`config.mk`:
```
export PLATFORM = sky130hd
export DESIGN_NAME = clock_display_scan
export DESIGN_NICKNAME = d
export VERILOG_FILES = /design/src/rtl/clock_disp_pkg.sv /design/src/rtl/bin2bcd_2d.sv /design/src/rtl/clock_display_scan.sv
export SDC_FILE = /design/constraint.sdc
export NUM_CORES = 1
export LEC_CHECK = 0
export CAP_MARGIN = 20
export CORE_ASPECT_RATIO = 0.75
export CORE_MARGIN = 10
export CORE_UTILIZATION = 42
export DETAILED_ROUTE_END_ITERATION = 8
export GPL_TIMING_DRIVEN = 0
export PLACE_DENSITY_LB_ADDON = 0.08
export SLEW_MARGIN = 20
export SYNTH_ARGS = -nofsm -noshare
export SYNTH_HDL_FRONTEND = slang
export SYNTH_SLANG_ARGS = --single-unit
```
`constraint.sdc`:
```
create_clock -name clk -period 5.6 [get_ports clk]
set_input_delay 1.12 -clock clk [delete_from_list [all_inputs] [get_ports clk]]
set_output_delay 1.12 -clock clk [all_outputs]
set_load 0.03 [all_outputs]
```
`src/rtl/clock_disp_pkg.sv`:
```
// Shared constants, segment codes and types for the multiplexed clock display.
package clock_disp_pkg;

  localparam int unsigned NUM_DIGITS = 6;
  localparam int unsigned FIELD_W    = 8;
  localparam int unsigned BCD_W      = 4;
  localparam int unsigned SEG_W      = 7;
  localparam int unsigned DIV_W      = 16;

  // Active-low {g,f,e,d,c,b,a} patterns for digits 0..9
  localparam logic [SEG_W-1:0] SEG_DIGIT [10] = '{
    7'b1000000, 7'b1111001, 7'b0100100, 7'b0110000, 7'b0011001,
    7'b0010010, 7'b0000010, 7'b1111000, 7'b0000000, 7'b0010000
  };
  localparam logic [SEG_W-1:0] SEG_DASH  = 7'b0111111;
  localparam logic [SEG_W-1:0] SEG_BLANK = 7'b1111111;

  typedef logic [2:0] digit_idx_t;

  typedef struct packed {
    logic [FIELD_W-1:0] hour;
    logic [FIELD_W-1:0] minute;
    logic [FIELD_W-1:0] sec;
  } hms_t;

  function automatic logic [SEG_W-1:0] seg_encode(input logic [BCD_W-1:0] bcd);
    if (bcd > 4'd9) return SEG_BLANK;
    return SEG_DIGIT[bcd];
  endfunction

endpackage

```
`src/rtl/bin2bcd_2d.sv`:
```
// Combinational split of a binary value 0..99 into BCD tens and units.
module bin2bcd_2d
  import clock_disp_pkg::*;
(
  input  logic [FIELD_W-1:0] bin,
  output logic [BCD_W-1:0]   tens,
  output logic [BCD_W-1:0]   units
);

  assign tens  = BCD_W'(bin / 8'd10);
  assign units = BCD_W'(bin % 8'd10);

endmodule

```
`src/rtl/clock_display_scan.sv`:
```
// Six-digit HH:MM:SS multiplexed 7-segment scanner with tear-free frame snapshots.
// Optional `COLON_BLINK_EN: colon follows seconds parity instead of staying lit.
module clock_display_scan
  import clock_disp_pkg::*;
#(
  parameter int unsigned SCAN_DIV = 4
) (
  input  logic                  clk,
  input  logic                  resetn,
  input  logic [FIELD_W-1:0]    hour,
  input  logic [FIELD_W-1:0]    minute,
  input  logic [FIELD_W-1:0]    sec,
  output logic [SEG_W-1:0]      seg_n,
  output logic                  dp_n,
  output logic [NUM_DIGITS-1:0] an_n
);

  logic [DIV_W-1:0] div_q;
  digit_idx_t       idx_q;
  hms_t             snap_q;
  logic             load_q;

  logic [BCD_W-1:0] hour_t, hour_u, min_t, min_u, sec_t, sec_u;
  logic             div_wrap_c, frame_end_c;
  logic             hour_bad_c, min_bad_c, sec_bad_c;
  logic [BCD_W-1:0] digit_c;
  logic             dash_c;
  logic             colon_c;
  logic [SEG_W-1:0] seg_c;
  logic             dp_c;
  logic [NUM_DIGITS-1:0] an_c;

  bin2bcd_2d u_bcd_hour (.bin(snap_q.hour),   .tens(hour_t), .units(hour_u));
  bin2bcd_2d u_bcd_min  (.bin(snap_q.minute), .tens(min_t),  .units(min_u));
  bin2bcd_2d u_bcd_sec  (.bin(snap_q.sec),    .tens(sec_t),  .units(sec_u));

  assign div_wrap_c  = (div_q == DIV_W'(SCAN_DIV - 1));
  assign frame_end_c = div_wrap_c && (idx_q == digit_idx_t'(NUM_DIGITS - 1));

  assign hour_bad_c = (snap_q.hour   > 8'd23);
  assign min_bad_c  = (snap_q.minute > 8'd59);
  assign sec_bad_c  = (snap_q.sec    > 8'd59);

`ifdef COLON_BLINK_EN
  assign colon_c = snap_q.sec[0];
`else
  assign colon_c = 1'b0;
`endif

  // Digit selection for the current scan position
  always_comb begin
    digit_c = '0;
    dash_c  = 1'b0;
    dp_c    = 1'b1;
    case (idx_q)
      3'd0: begin digit_c = hour_t; dash_c = hour_bad_c; end
      3'd1: begin digit_c = hour_u; dash_c = hour_bad_c; dp_c = colon_c; end
      3'd2: begin digit_c = min_t;  dash_c = min_bad_c;  end
      3'd3: begin digit_c = min_u;  dash_c = min_bad_c;  dp_c = colon_c; end
      3'd4: begin digit_c = sec_t;  dash_c = sec_bad_c;  end
      3'd5: begin digit_c = sec_u;  dash_c = sec_bad_c;  end
      default: begin digit_c = '0; dash_c = 1'b0; end
    endcase
    seg_c = dash_c ? SEG_DASH : seg_encode(digit_c);
    an_c  = ~(NUM_DIGITS'(1) << (3'd5 - idx_q));
  end

  // First edge after reset only captures the snapshot; scanning starts on the next
  always_ff @(posedge clk or negedge resetn) begin
    if (!resetn) begin
      div_q  <= '0;
      idx_q  <= '0;
      snap_q <= '0;
      load_q <= 1'b1;
      seg_n  <= SEG_BLANK;
      dp_n   <= 1'b1;
      an_n   <= '1;
    end else if (load_q) begin
      snap_q <= '{hour: hour, minute: minute, sec: sec};
      load_q <= 1'b0;
    end else begin
      seg_n <= seg_c;
      dp_n  <= dp_c;
      an_n  <= an_c;
      if (div_wrap_c) begin
        div_q <= '0;
        idx_q <= (idx_q == digit_idx_t'(NUM_DIGITS - 1)) ? '0 : idx_q + 3'd1;
      end else begin
        div_q <= div_q + DIV_W'(1);
      end
      if (frame_end_c) snap_q <= '{hour: hour, minute: minute, sec: sec};
    end
  end

endmodule

```
## After elaboration in Yosys (flattened, before gate mapping)

Memories as Yosys holds them, arrays and structs flattened.
Index checks and enable logic that the tools add are counted.
W data, S select, Z words.

- Flip-flop bits (word level): 58
- Bits in read-only memories: 112
- Bits of input ports: 26
- Logic and storage cells: 55
- Memories: 1

Memory list:

| memory | depth | width | read ports | clocked after Yosys merged registers in | wr ports | line | RTL |
|---|---|---|---|---|---|---|---|
| (no name shown) | 16 | 7 | 1 | 0 | 0 | clock_disp_pkg.sv:28 | `return SEG_DIGIT[bcd];` |

- $add $sub $neg: 3
- Div/mod/pow operators: 6
- $lt $le $gt $ge: 5
- Equality and inequality tests: 6
- Shifts and indexed selects: 1
- Muxes and demuxes: 13
- Bitwise operators: 3
- Reductions and logical operators: 8

Operators by type and width:

| cell | count |
|---|---|
| $mux W24 | 2 |
| $mux W7 | 5 |
| $div A8 B4 Y8 const B | 3 |
| $mod A8 B4 Y8 const B | 3 |
| $pmux W4 S6 | 1 |
| $add A16 B1 Y16 const B | 1 |
| $eq A16 B2 Y1 const B | 1 |
| $gt A8 B6 Y1 const B | 2 |
| $mux W16 | 1 |
| $gt A8 B5 Y1 const B | 1 |
| $reduce_or A2 Y1 | 4 |
| $eq A3 B2 Y1 const B | 2 |
| $eq A3 B3 Y1 const B | 2 |
| $not A6 Y6 | 1 |
| $shl A1 B3 Y6 const A | 1 |
| $ge A5 B5 Y1 const B | 1 |
| $not A4 Y5 | 1 |
| $gt A4 B4 Y1 const B | 1 |
| $add A3 B1 Y3 const B | 1 |
| $eq A3 B1 Y1 const B | 1 |
| $logic_not A3 Y1 | 1 |
| $mux W3 | 1 |
| $pmux W1 S3 | 1 |
| $sub A3 B3 Y3 const A | 1 |
| 5 further kinds | 6 |

## Depth between registers and ports, before layout

Gate-level depths: netlist of the first run.

- Depth in word-level cells: 8
- Gate-level depth with buffers: 26
- Depth with buffers taken out: 22

## By module

Synthesis of the first run repeated with hierarchy kept, for this count alone.

- Cell total of the unflattened synthesis: 686
- Area total of the unflattened synthesis: 5537.8 µm²

Modules (own cells, without submodules):

| module | times used | cells an instance | area each (µm²) | sequential area each (µm²) |
|---|---|---|---|---|
| clock_display_scan | 1 | 251 | 2947.8 | 1470.2 |
| bin2bcd_2d | 3 | 145 | 863.3 | 0.0 |

## Worst setup path before layout of the first run

Ideal clock, no wire load.

- Path type: reg2reg
- Start point: register idx_q[2]
- End point: register seg_n[4]
- Setup time: 0.075 ns
- Arrival time: 4.788 ns
- Slack: 0.737 ns
- Stages on the path, launching flop included: 23
- Path buffers: 3
- Cell sequence: dfrtp_1 > buf_1 > clkinv_1 > ha_1 > buf_4 > buf_2 > nand2_1 > o311a_1 > nor2_1 > or4_1 > nand3_1 > inv_1 > ha_1 > nor3b_1 > o32a_1 > nand3_1 > a21boi_0 > o22ai_1 > inv_1 > ha_1 > o21ai_2 > a21o_2 > a2bb2oi_1

- Word-level cells in the longest chain between the ends: 8

Ends and longest elaborated chain:

| element | line | RTL |
|---|---|---|
| start: declaration | clock_display_scan.sv:19 | `digit_idx_t idx_q;` |
| start signal: assignment | clock_display_scan.sv:87 | `idx_q <= (idx_q == digit_idx_t'(NUM_DIGITS - 1)) ? '0 : idx_q + 3'd1;` |
| $eq A3 B3 Y1 (tied with other cells) | clock_display_scan.sv:55 | `case (idx_q)` |
| $pmux W4 S6 | clock_display_scan.sv:55 |  |
| $not A4 Y5 (not written as such) | clock_disp_pkg.sv:28 |  |
| $mem_v2 Z16 W7 | - |  |
| $mux W7 (not written as such) (2 in a row) | clock_disp_pkg.sv:28 |  |
| $mux W7 | clock_disp_pkg.sv:28 |  |
| $mux W7 * | clock_display_scan.sv:64 | `seg_c = dash_c ? SEG_DASH : seg_encode(digit_c);` |
| end signal: assignment | clock_display_scan.sv:82 | `seg_n <= seg_c;` |
| end: declaration | clock_display_scan.sv:13 | `output logic [SEG_W-1:0] seg_n,` |

Every way passes the cells marked *; elsewhere a longest branch is shown, timed or not. The select of a mux whose other input is x is not followed.
A chain may end at the register's enable or synchronous reset.

## Final worst setup path of the first run

- Start point: register idx_q[2]
- End point: register seg_n[6]

Same word-level chain as after synthesis.

==> summary.md, run 1 <==
| Metric | Value |
|---|---|
| Sink Count | `58` |
| Clock root buffer | `clkbuf_16` |
| Data arrival, critical path | `5.43 ns` |
| Max Freq | `193 MHz` |
| Routed WL | `10700 um` |
| Combinational share of power | `60.5%` |
| Setup Skew | `0.00994 ns` |
| Worst setup EP type | `flip-flop` |
| Pwr Density | `570 nW/um^2` |
| Post-DP HPWL | `8140 um` |
| Initial antenna violation count | `0` |
| Hold Fails Final Rpt | `0` |
| Area Growth Syn to Fin | `21.8%` |
| Number of synthesized flops with an enable pin | `0` |
| FFs w/ async S/R, synth | `100%` |
| Synth area leader | `dfrtp_1` |
| Chip Height | `106 um` |
| RSZ-0062 raised after global routing | `false` |
| Post-synthesis sequential area ratio | `35.4%` |
| Global-route wire length before repair | `17400 um` |
| Cells after Synth | `412` |
| Startpoint Class | `flip-flop` |
| N_diodes | `0` |
| Num rows | `31` |
| WS Path Type | `flip-flop to flip-flop` |
| Power Internal | `1.63 mW` |
| Post-synth top area share | `25.9%` |
| CTS buffer count | `9` |
| FF+latch count, synth | `58` |
| Post-synth net total | `453` |
| Final min period | `5.19 ns` |
| Via count | `3385` |
| Starting DRT DRC Count | `311` |
| Final Net Count | `504` |
| Initial core utilization | `43.0%` |
| Mapped Area | `4150 um^2` |
| Post-synth cell types | `77` |
| CTS tree | `yes` |
| Flop pwr share | `20.9%` |
| Psw | `1.25 mW` |
| Primary FF master, synth | `dfrtp_1` |
| Switching part of the total | `43.5%` |
| Most common cell after layout, fill and taps aside | `dfrtp_1` |
| Run status | `finished clean` |
| I/O pin cnt | `40` |
| Worst-path clk slew | `0.05 ns` |
| # Max-Cap Violations | `0` |
| All-Layer GR Usage | `15.0%` |
| Vias per cell | `5.64` |
| Syn_area_per_cell | `10.1 um^2` |
| Fin. max-slew vios | `0` |
| Core area | `9660 um^2` |
| Worst Hold Class | `flip-flop to flip-flop` |
| CTS Buffer Depth | `2` |
| Vias in the first global route | `3301` |
| Clk pwr share | `18.6%` |
| Clock Latency Late Sink | `0.33 ns` |
| Dominant cells by area after synthesis | `dfrtp_1, dfstp_2, mux2_2` |
| Final setup viols | `0` |
| Max VDD drop | `0.310 mV` |
| PortBufs | `39` |
| Wirelength per Cell | `17.9 um` |
| Synth warn | `0` |
| CTS H-tree depth | `3` |
| Die W | `135 um` |
| Layout cells sized above 1 | `21.2%` |
| Largest net degree at the start of global routing | `37` |
| Tcrit/Tclk final | `92.7%` |
| Slew HR | `52.7%` |
| DRC viols | `0` |
| Leak Pwr | `2.10 nW` |
| Worst slew pin tran | `0.709 ns` |
| Post-route ant nets | `0` |
| Worst EP required | `5.84 ns` |
| GRT Residual Overflow | `0` |
| Die area | `14300 um^2` |
| GP Congestion | `0.900` |
| Setup TNS Final | `0 ns` |
| Layout fillers | `892` |
| Post-layout util | `52.3%` |
| Crit path max fanout | `10` |
| First-pass DRT Iterations | `4` |
| Most frequent cells in the layout | `dfrtp_1, clkdlybuf4s50_1, mux2_2` |
==> worst max-delay path, stage by stage, from the launching register on <==
cell	delay, ns
dfrtp_1	0.45
clkbuf_4	0.29
clkinvlp_4	0.21
ha_1	0.27
buf_4	0.18
clkbuf_4	0.22
nand2_1	0.14
o311ai_4	0.20
or4_1	0.57
nand3_1	0.11
inv_1	0.07
ha_1	0.19
and3_1	0.16
nand4b_1	0.18
a211oi_2	0.34
or2_2	0.19
o21ai_0	0.07
a21boi_0	0.23
o22ai_2	0.14
ha_1	0.28
o2bb2ai_1	0.15
a2111oi_2	0.34
o31ai_1	0.12
==> flip-flops by register name (all words and copies together) (netlist names) <==
name and flops:
snap_q 24, load_q 1, seg_n 7, div_q 16, idx_q 3, dp_n 1
an_n 6
==> final cells by class <==
cell class                      count  area [um^2]  share of cell area (%)
Inverter                           25         97.6                    1.93
Clock inverter                      3         40.0                   0.792
Timing Repair Buffer               40          408                    8.07
Clock buffer                       13          250                    4.95
Tap cell                          132          165                    3.27
Multi-Input combinational cell    309         2500                    49.5
Buffer                             20          123                    2.43
Sequential cell                    58         1470                    29.1
==> what timing repair did <==
action / 4_1_cts / 5_1_grt
setup buffers: 0 / 0
pin swaps: 0 / 0
setup endpoints to repair: 7 / 7
gates resized for setup: 1 / 7
hold buffers: 0 / 0
==> cell usage after synthesis, types with 3 or more instances <==
master	count
nor3b_1	7
dfstp_2	15
o311a_1	4
xnor2_1	13
nand3_1	12
nand4_1	7
mux2i_1	22
clkbuf_1	6
a211oi_1	4
dfrtp_1	43
o311ai_4	3
buf_1	3
nor2_1	20
o2111a_1	3
and4_1	3
nor2b_1	4
ha_1	15
a21oi_1	17
o221ai_1	3
xor2_1	4
buf_2	6
o21ai_0	15
a2bb2oi_1	6
mux2_2	31
nand2_1	30
and3_1	7
inv_1	24
nor3_1	17
buf_6	4
o31ai_1	3
==> metal layers <==
metal	up-vias	GRT usage, %	share of wire, %
met4	0	3.26	0.86
met3	9	5.27	7.1
li1	1649	-	-
met5	-	0	0
met1	1650	22.5	54
met2	77	19.8	38
==> final timing paths <==
kind | to | slack [ns] | cells after the start | from
worst min register to register | seg_n[0]$_DFFE_PN1N_ | 0.47 | 2 | seg_n[0]$_DFFE_PN1N_
max in group asynchronous | an_n[1]$_DFFE_PN1N_ | 4.39 | 2 | resetn
min in group asynchronous | snap_q[16]$_DFFE_PN0P_ | 0.68 | 1 | resetn
worst max-delay path | seg_n[6]$_DFFE_PN1N_ | 0.41 | 22 | idx_q[2]$_DFFE_PN0P_
worst max register to register | seg_n[6]$_DFFE_PN1N_ | 0.41 | 22 | idx_q[2]$_DFFE_PN0P_
worst min-delay path | seg_n[0]$_DFFE_PN1N_ | 0.47 | 2 | seg_n[0]$_DFFE_PN1N_
==> through the flow <==
stage | hold WS (ns) | instance area, um^2 | total power, mW | instances | setup slack (ns)
after floorplan | 0.447 | 4150 | 1.93 | 412 | 0.737
after global placement | 0.456 | 4710 | 2.30 | 583 | -0.108
after detailed placement | 0.455 | 4720 | 2.31 | 584 | -0.160
after CTS | 0.468 | 5020 | 2.86 | 600 | 0.159
after global routing | 0.481 | 5050 | 3.10 | 600 | 0.00719
final | 0.466 | 5050 | 2.88 | 600 | 0.410
==> cell families after synthesis <==
kind of cell	count (synthesis)	synth area share, %
mux	53	13.7
compound gates	98	21.2
simple gates	123	15.9
flops	58	35.4
fa+ha+maj	17	5.00
xor+xnor	17	3.59
buf+inv	45	5.06
other cells	1	0.0903
==> power groups by stage <==
stage / combinational (mW) / sequential (mW) / clock [mW]
floorplan: 1.27 / 0.656 / 0
global placement: 1.69 / 0.606 / 0
detailed placement: 1.70 / 0.607 / 0
CTS: 1.71 / 0.602 / 0.547
global route: 1.92 / 0.614 / 0.565
finish: 1.74 / 0.603 / 0.536
Note: power is estimated with default switching activity, not from simulation.
==> run 2, diff against run 1 <==
--- a/config.mk
+++ b/config.mk
@@ -12,6 +12,7 @@
 export DETAILED_ROUTE_END_ITERATION = 8
 export GPL_TIMING_DRIVEN = 0
 export PLACE_DENSITY_LB_ADDON = 0.08
+export REMOVE_ABC_BUFFERS = 1
 export SLEW_MARGIN = 20
 export SYNTH_ARGS = -nofsm -noshare
 export SYNTH_HDL_FRONTEND = slang
==> run 2 against run 1 <==
  * Die area did not move
  * Sequential cell count did not move
  * Register-to-register slack improved by 0.05 ns
  * Total power fell by 3.5%
  * Clock skew fell by 0.0021 ns
  * Highest routed layer unchanged
==> summary.md, run 2 (synthesis gave the netlist of run 1 again) <==
| Metric | Value |
|---|---|
| DRC viols | `0` |
| Leak Pwr | `2.03 nW` |
| Final min period | `5.14 ns` |
| # Max-Cap Violations | `0` |
| Core area | `9660 um^2` |
| Fin. max-slew vios | `0` |
| Max reg flops | `24` |
| Initial core utilization | `43.0%` |
| Starting DRT DRC Count | `248` |
| Clock root buffer | `clkbuf_16` |
| Area post-placement | `4650 um^2` |
| Final setup viols | `0` |
| Worst EP required | `5.84 ns` |
| Die W | `135 um` |
| CTS tree | `yes` |
| Post-route ant nets | `0` |
| Vias per cell | `5.66` |
| Registers with the most flip-flops | `snap_q: 24 flops, div_q: 16 flops, seg_n: 7 flops` |
| Layout cells sized above 1 | `19.6%` |
| GRT Residual Overflow | `0` |
| First-pass DRT Iterations | `6` |
| CTS Buffer Depth | `2` |
| Crit path max fanout | `26` |
| Post-layout util | `51.4%` |
| I/O pin cnt | `40` |
| Routed WL | `10100 um` |
| Most frequent cells in the layout | `dfrtp_1, clkdlybuf4s50_1, mux2_2` |
| RSZ-0062 raised after global routing | `false` |
| Worst slew pin tran | `0.873 ns` |
| Area Growth Syn to Fin | `19.6%` |
| Startpoint Class | `flip-flop` |
| GP Congestion | `0.855` |
| Data arrival, critical path | `5.38 ns` |
| R2r setup slk | `0.46 ns` |
| Via count | `3288` |
| Worst setup EP type | `flip-flop` |
| Final Instance Area | `4970 um^2` |
| Vias in the first global route | `3246` |
| Run status | `finished clean` |
| N_diodes | `0` |
| Post-DP HPWL | `7440 um` |
| Max Freq | `195 MHz` |
| PortBufs | `39` |
| WS Path Type | `flip-flop to flip-flop` |
| Global-route wire length before repair | `16900 um` |
| Most common cell after layout, fill and taps aside | `dfrtp_1` |
| CTS buffer count | `9` |
| Max VDD drop | `0.311 mV` |
| Final Net Count | `485` |
| CTS H-tree depth | `3` |
| Hold Fails Final Rpt | `0` |
| Wirelength per Cell | `17.4 um` |
| Worst-path clk slew | `0.05 ns` |
| Largest net degree at the start of global routing | `51` |
| Worst Hold Class | `flip-flop to flip-flop` |
| Sink Count | `58` |
| Num rows | `31` |
| Chip Height | `106 um` |
| Setup Skew | `0.00779 ns` |
| All-Layer GR Usage | `14.4%` |
| Tcrit/Tclk final | `91.8%` |
| Reg with most FFs | `snap_q` |
| Initial antenna violation count | `0` |
| Clock Latency Late Sink | `0.32 ns` |
| Pwr Density | `560 nW/um^2` |
| Post-CTS setup buffers | `0` |
| Die area | `14300 um^2` |
| Slew HR | `40.1%` |
==> run 2: changes by cell type in the layout (fill, tap and decap cells not counted), moves of 2 or more <==
cell and change:
buf_2 -5, buf_16 +2, buf_1 -2, clkbuf_4 -2, buf_6 -4, clkbuf_1 -6
==> run 2: power by group <==
group          total (mW)  internal (mW)  switching, mW
Clock               0.505          0.323          0.182
Combinational        1.66          0.717          0.945
Sequential          0.616          0.526         0.0898
Total                2.78           1.57           1.22
==> run 2: worst paths after layout <==
path | cells past startpoint | start | endpoint
max in group asynchronous | 2 | resetn | load_q$_DFF_PN1_
min in group asynchronous | 1 | resetn | snap_q[4]$_DFFE_PN0P_
max reg2reg | 17 | idx_q[2]$_DFFE_PN0P_ | seg_n[3]$_DFFE_PN1N_
max | 17 | idx_q[2]$_DFFE_PN0P_ | seg_n[3]$_DFFE_PN1N_
min | 2 | seg_n[2]$_DFFE_PN1N_ | seg_n[2]$_DFFE_PN1N_
min reg2reg | 2 | seg_n[2]$_DFFE_PN1N_ | seg_n[2]$_DFFE_PN1N_
==> run 2: area by class of cell <==
| class | instances | area [um^2] |
|---|---|---|
| Clock buffer | 14 | 264 |
| Clock inverter | 2 | 12.5 |
| Fill cell | 879 | 4690 |
| Inverter | 25 | 97.6 |
| Multi-Input combinational cell | 309 | 2510 |
| Sequential cell | 58 | 1470 |
| Tap cell | 132 | 165 |
| Timing Repair Buffer | 41 | 443 |
==> run 2: timing repair <==
action / in CTS / in global routing
hold buffers: 0 / 0
gates resized for setup: 2 / 4
endpoints found under the setup margin: 7 / 7
endpoints found under the hold margin: 0 / 0
==> run 2: layer usage <==
layer / part of all wire [%] / routed length [um] / track usage (%) / vias to the layer above
met2: 40 / 4020 / 19.4 / 85
met5: 0 / 0 / 0 / -
met1: 53 / 5360 / 21.1 / 1585
li1: - / - / - / 1608
met3: 5.9 / 599 / 4.52 / 10
met4: 1.0 / 104 / 4.57 / 0
==> run 2: per-stage QoR <==
stage          hold slack [ns]  std cells  setup WS (ns)  power (mW)  TNS [ns]
2_1_floorplan            0.447        392          0.702        1.89         0
3_3_place_gp             0.453        563         -0.180        2.24     -1.08
3_5_place_dp             0.454        565         -0.221        2.26     -1.42
4_1_cts                  0.464        581         0.0369        2.79         0
5_1_grt                  0.487        581          0.107        3.03         0
6_report                 0.462        581          0.459        2.78         0
==> run 2: critical path, cell delays in order, from the launching register on <==
cell and delay, ns:
dfrtp_2 0.58, clkinvlp_4 0.31, ha_4 0.35, o311a_1 0.56
or4_1 0.55, nand3_1 0.11, inv_1 0.06, ha_1 0.25
nor3b_1 0.45, o32a_1 0.27, nand3_1 0.13, a21boi_0 0.15
o22ai_1 0.32, inv_1 0.14, ha_1 0.26, o21ai_2 0.14
a21o_2 0.21, a2bb2oi_1 0.19
